$ cat src/rtl/maxpool2_ctrl.sv
// Sequences a 2x2/stride-2 max-pool over one SRAM-resident feature map, raster order.
// Latency: 6 cycles per output window (4 reads, 1 data wait, 1 write); start and done add 1 cycle each.
// Backpressure: WRITE holds wr_en/wr_addr/wr_data and pool_win until wr_ready; nothing else stalls.
// Build option MAXPOOL2_CTRL_PERF_EN enables the busy-cycle counter on cycle_count (tied to 0 otherwise).
module maxpool2_ctrl #(
  parameter int DATA_WIDTH = 8,
  parameter int ADDR_WIDTH = 16,
  parameter int DIM_WIDTH  = 8
) (
  input  logic                    clk,
  input  logic                    rst,
  input  logic                    start,
  input  logic [ADDR_WIDTH-1:0]   cfg_in_base,
  input  logic [ADDR_WIDTH-1:0]   cfg_out_base,
  input  logic [DIM_WIDTH-1:0]    cfg_width,
  input  logic [DIM_WIDTH-1:0]    cfg_height,
  output logic                    busy,
  output logic                    done,
  output logic                    rd_en,
  output logic [ADDR_WIDTH-1:0]   rd_addr,
  input  logic [DATA_WIDTH-1:0]   rd_data,
  output logic [4*DATA_WIDTH-1:0] pool_win,
  input  logic [DATA_WIDTH-1:0]   pool_max,
  output logic                    wr_en,
  output logic [ADDR_WIDTH-1:0]   wr_addr,
  output logic [DATA_WIDTH-1:0]   wr_data,
  input  logic                    wr_ready,
  output logic [31:0]             cycle_count
);
  typedef enum logic [2:0] {IDLE, READ, WAIT, WRITE, DONE} state_t;

  localparam logic [DIM_WIDTH-1:0] DIM_ONE = DIM_WIDTH'(1);

  state_t                state;
  logic [1:0]            k;         // read index within the current window
  logic [DIM_WIDTH-1:0]  w_q;       // sampled input width
  logic [DIM_WIDTH-1:0]  ow;        // output columns
  logic [DIM_WIDTH-1:0]  oh;        // output rows
  logic [DIM_WIDTH-1:0]  r;         // current output row
  logic [DIM_WIDTH-1:0]  c;         // current output column
  logic [ADDR_WIDTH-1:0] row_base;  // in_base + 2*r*W, kept incrementally to avoid a multiplier
  logic [ADDR_WIDTH-1:0] col_off;   // 2*c
  logic [DIM_WIDTH-1:0]  start_ow;
  logic [DIM_WIDTH-1:0]  start_oh;
  logic [ADDR_WIDTH-1:0] w_ext;
  logic [ADDR_WIDTH-1:0] row_step;
  logic [ADDR_WIDTH-1:0] next_rd_addr;
  logic [1:0]            kn;
  logic                  last_col;
  logic                  last_win;

  assign start_ow = cfg_width >> 1;
  assign start_oh = cfg_height >> 1;
  assign w_ext    = ADDR_WIDTH'(w_q);
  assign row_step = w_ext << 1;
  assign last_col = (c == ow - DIM_ONE);
  assign last_win = last_col && (r == oh - DIM_ONE);
  assign wr_data  = pool_max;

  // address of read k+1 inside the current window: dy selects +W, dx selects +1
  always_comb begin
    kn           = k + 2'd1;
    next_rd_addr = row_base + col_off + ADDR_WIDTH'(kn[0]);
    if (kn[1]) next_rd_addr = next_rd_addr + w_ext;
  end

  // window sequencer: four reads, one wait for the last read data, then write the max
  always_ff @(posedge clk or posedge rst) begin
    if (rst) begin
      state    <= IDLE;
      k        <= '0;
      w_q      <= '0;
      ow       <= '0;
      oh       <= '0;
      r        <= '0;
      c        <= '0;
      row_base <= '0;
      col_off  <= '0;
      busy     <= 1'b0;
      done     <= 1'b0;
      rd_en    <= 1'b0;
      wr_en    <= 1'b0;
      rd_addr  <= '0;
      wr_addr  <= '0;
      pool_win <= '0;
    end else begin
      done <= 1'b0;
      case (state)
        IDLE: begin
          if (start) begin
            w_q      <= cfg_width;
            ow       <= start_ow;
            oh       <= start_oh;
            r        <= '0;
            c        <= '0;
            k        <= '0;
            row_base <= cfg_in_base;
            col_off  <= '0;
            wr_addr  <= cfg_out_base;
            if (start_ow == '0 || start_oh == '0) begin
              state <= DONE;
              done  <= 1'b1;
            end else begin
              state   <= READ;
              busy    <= 1'b1;
              rd_en   <= 1'b1;
              rd_addr <= cfg_in_base;
            end
          end
        end
        READ: begin
          // data for read k-1 arrives this cycle
          for (int i = 0; i < 3; i++) begin
            if (k == 2'(i + 1)) pool_win[i*DATA_WIDTH +: DATA_WIDTH] <= rd_data;
          end
          if (k == 2'd3) begin
            state <= WAIT;
            rd_en <= 1'b0;
          end else begin
            k       <= kn;
            rd_addr <= next_rd_addr;
          end
        end
        WAIT: begin
          pool_win[3*DATA_WIDTH +: DATA_WIDTH] <= rd_data;
          state <= WRITE;
          wr_en <= 1'b1;
        end
        WRITE: begin
          if (wr_ready) begin
            wr_en <= 1'b0;
            if (last_win) begin
              state <= DONE;
              busy  <= 1'b0;
              done  <= 1'b1;
            end else begin
              state   <= READ;
              k       <= '0;
              rd_en   <= 1'b1;
              wr_addr <= wr_addr + ADDR_WIDTH'(1);
              if (last_col) begin
                c        <= '0;
                r        <= r + DIM_ONE;
                col_off  <= '0;
                row_base <= row_base + row_step;
                rd_addr  <= row_base + row_step;
              end else begin
                c       <= c + DIM_ONE;
                col_off <= col_off + ADDR_WIDTH'(2);
                rd_addr <= row_base + col_off + ADDR_WIDTH'(2);
              end
            end
          end
        end
        DONE: begin
          state <= IDLE;
        end
        default: begin
          state <= IDLE;
        end
      endcase
    end
  end

`ifdef MAXPOOL2_CTRL_PERF_EN
  // busy-cycle counter: cleared by an accepted start, saturates at all-ones, holds after done
  always_ff @(posedge clk or posedge rst) begin
    if (rst) begin
      cycle_count <= '0;
    end else if (state == IDLE && start) begin
      cycle_count <= '0;
    end else if (busy && cycle_count != '1) begin
      cycle_count <= cycle_count + 32'd1;
    end
  end
`else
  assign cycle_count = 32'd0;
`endif

endmodule

$ cat config.mk
export PLATFORM = sky130hd
export DESIGN_NAME = maxpool2_ctrl
export DESIGN_NICKNAME = d
export VERILOG_FILES = /design/src/rtl/maxpool2_ctrl.sv
export SDC_FILE = /design/constraint.sdc
export NUM_CORES = 1
export LEC_CHECK = 0
export CAP_MARGIN = 0
export CORE_MARGIN = 5
export CORE_UTILIZATION = 40
export DETAILED_ROUTE_END_ITERATION = 7
export GPL_TIMING_DRIVEN = 1
export HOLD_SLACK_MARGIN = 0.06
export PLACE_DENSITY = 0.66
export SYNTH_ARGS = -nofsm -noshare
export SYNTH_HDL_FRONTEND = slang
export SYNTH_SLANG_ARGS = --single-unit
export TNS_END_PERCENT = 5
$ cat constraint.sdc
create_clock -name clk -period 4.9 [get_ports clk]
set_input_delay 0.98 -clock clk [delete_from_list [all_inputs] [get_ports clk]]
set_output_delay 0.98 -clock clk [all_outputs]
set_load 0.02 [all_outputs]
==> metrics.md, run 1 <==
| Metric | Value |
|---|---|
| Die ar. | `27480 µm²` |
| CP startpoint kind | `flip-flop` |
| CTS tree | `done` |
| Worst Path Arrival | `4.76 ns` |
| Worst Tran Pin Value | `1.107 ns` |
| Final hold vios | `0` |
| Initial Utilization | `0.4026` |
| Cell count after synthesis | `1115` |
| CP Class | `flip-flop to flip-flop` |
| Ys async rst share | `1.000` |
| Outcome | `complete, no violations` |
| #FFs+latches synth | `135` |
| Crit path max fanout | `6` |
| Max transition margin | `0.2619` |
| Floorplan core area | `24110 µm²` |
| Routed WL per cell | `17.19 µm` |
| HP Class | `flip-flop to flip-flop` |
| Clock-pin slew on the worst setup and hold paths | `0.07 ns` |
| I/O Pins | `176` |
| Syn avg cell area | `8.705 µm²` |
| Area added between synthesis and finish | `21.13%` |
| Area post-placement | `11130 µm²` |
| DRT iter0 DRCs | `576` |
| Final setup viols | `0` |
| Top cell type's share of synthesized area | `0.3481` |
| Final instance area | `11760 µm²` |
| Gr usage total | `0.1917` |
| Distinct cells, synth | `87` |
| Initial antenna violation count | `0` |
| Routability cong. | `0.8775` |
| Leak Pwr | `4.879 nW` |
| Drt via density | `5.507` |
| Top post-synthesis cells by area | `dfrtp_1, ha_1, mux2_2` |
| Reg2reg setup slack | `0.51 ns` |
| Root Buffer | `clkbuf_16` |
| Slew Limit Fails | `0` |
| Post-synth EDFFs | `0` |
| Largest net degree at the start of global routing | `91` |
| N_diodes | `0` |
| Final wirelength | `26780 µm` |
| CTS H-tree depth | `4` |
| RSZ-0062 raised after global routing | `false` |
| Clk buf depth | `2` |
| Worst-Skew Late Latency | `0.43 ns` |
| Synth Cell Area | `9706 µm²` |
| Tcrit/Tclk final | `0.8954` |
| Residual DRC | `0` |
| Maximum VDD drop | `0.2767 mV` |
| 1st-pass router iterations | `5` |
| Number of max-cap violations | `0` |
| Sequential share of the synthesized area | `0.3481` |
| Critical path endpoint category | `flip-flop` |
| First-pass GRT wire length | `43610 µm` |
| DP Cell Count | `1526` |
| Final net count | `1334` |
| Vias in the first global route | `8276` |
| FP Rows | `57` |
| Share of cells above drive strength 1 | `0.09968` |
| Final Core Density | `0.4877` |
| Final Critical Period | `4.387 ns` |
| Post-synth top cells | `dfrtp_1, nand2_1, nor2_1` |
| Post-Route Skew | `0.009990 ns` |
| Detailed Place HPWL | `19560 µm` |
| Die Height | `165.8 µm` |
| Post-route ant nets | `0` |
| Power per cell area | `676.3 nW/µm²` |
| Total negative slack | `0 ns` |
| PortBufs | `126` |
| Total number of vias | `8580` |
| YS warnings | `0` |
| Total global routing overflow | `0` |
| Die Width | `165.8 µm` |
| Finished Layout Cells | `1558` |
| CTS Sinks | `135` |
| Dominant cell type by area after synthesis | `dfrtp_1` |
| Cell with the most instances after synthesis | `dfrtp_1` |
| Peak Freq | `0.2279 GHz` |
| Post-synth top flop | `dfrtp_1` |
| CTS Buf Count | `17` |
| Final worst slack | `0.5128 ns` |
| Setup WS pre-CTS | `0.5194 ns` |
| WP data required | `5.28 ns` |
[layout by cell type, fill, tap and decap left out, types with 8 or more instances in the layout]
| master | count |
|---|---|
| buf_4 | 16 |
| o211ai_1 | 12 |
| a211oi_1 | 9 |
| nand4_1 | 14 |
| nor2_1 | 99 |
| ha_1 | 43 |
| nand3_1 | 38 |
| xnor2_1 | 47 |
| nand2_1 | 112 |
| inv_1 | 33 |
| xor2_1 | 35 |
| clkbuf_16 | 17 |
| a21oi_1 | 74 |
| a21o_1 | 11 |
| dfrtp_1 | 135 |
| o21a_1 | 10 |
| and3_1 | 23 |
| nor3_1 | 26 |
| mux2_2 | 46 |
| o21ai_0 | 82 |
| clkdlybuf4s50_1 | 126 |
| or3_1 | 14 |
| conb_1 | 32 |
| a31oi_1 | 12 |
| and2_1 | 8 |
[kinds of logic (layout without fill, tap and decap cells)]
kind of cell             after synthesis  in the layout  synth area share
other                                  1             32         0.0003864
AO/OA/AOI/OAI                        296            296            0.2023
buffers and inverters                120            208           0.06446
multiplexers                          53             53           0.06059
XOR/XNOR                              84             84           0.07735
flip-flops                           135            135            0.3481
AND/OR/NAND/NOR                      381            381            0.1873
adder cells (fa/ha/maj)               45             45           0.05956
[worst paths after layout]
kind	to	startpoint	cells past startpoint
setup / recovery	rd_addr[15]	row_base[2]	15
hold / removal	rd_addr[6]	rd_addr[6]	1
setup reg to reg	rd_addr[15]	row_base[2]	15
hold reg to reg	rd_addr[6]	rd_addr[6]	1
max in group asynchronous	col_off[1]	rst	3
min in group asynchronous	pool_win[30]	rst	2
[power by group]
group | switching (mW) | internal [mW]
sequential | 0.460 | 1.56
combinational | 2.55 | 2.00
clock | 0.598 | 0.785
total | 3.60 | 4.35
[timing repair]
action	4_1_cts	5_1_grt
endpoints found under the hold margin	0	0
setup endpoints to repair	0	1
resized for setup	0	1
hold buffers	0	0
buffers inserted	0	0
[per-layer routing]
layer / part of all wire / global-route usage
met1: 0.45 / 0.2475
met2: 0.48 / 0.3233
met3: 0.051 / 0.04404
met4: 0.019 / 0.05488
met5: 0 / 0
[metrics by stage]
step / total power, mW / hold slack [ns]
5_1_grt: 8.545 / 0.5114
3_5_place_dp: 6.544 / 0.4767
6_report: 7.951 / 0.4871
4_1_cts: 7.981 / 0.4920
2_1_floorplan: 5.157 / 0.4740
3_3_place_gp: 6.463 / 0.4593
[worst max-delay path, stage by stage (launching register included)]
cell	delay, ns
dfrtp_1	0.44
ha_1	0.47
xor2_1	0.27
ha_1	0.31
nand2_1	0.12
nor3b_1	0.32
and2_1	0.30
xnor2_1	0.12
ha_1	0.33
o21ai_0	0.09
a21o_1	0.18
a2111oi_1	0.59
o211ai_1	0.22
o31a_1	0.27
nor3_1	0.17
o22a_1	0.14
[sequential cells by signal, indices dropped and copies added, names as in the netlist]
register and cells:
wr_addr 16, rd_addr 16, k 2, oh 7
busy 1, r 8, w_q 8, row_base 16
done 1, rd_en 1, wr_en 1, state 3
pool_win 32, c 8, col_off 15
[area by class of cell]
| class | count | area [µm²] |
|---|---|---|
| fillers | 2337 | 12350 |
| flip-flops and latches | 135 | 3378 |
| inverters | 34 | 132.6 |
| clock buffers | 17 | 425.4 |
| multi-input cells | 891 | 5832 |
| clock inverters | 15 | 201.4 |
| repair buffers | 142 | 1381 |
| well taps | 324 | 405.4 |
No activity file was read; power rests on OpenSTA's default activity.
==> run 2, diff against run 1 <==
SLEW_MARGIN = 5   (was default)
==> results of run 2 <==
Same layout as run 1: the final DEF is identical, and so are final timing and power.
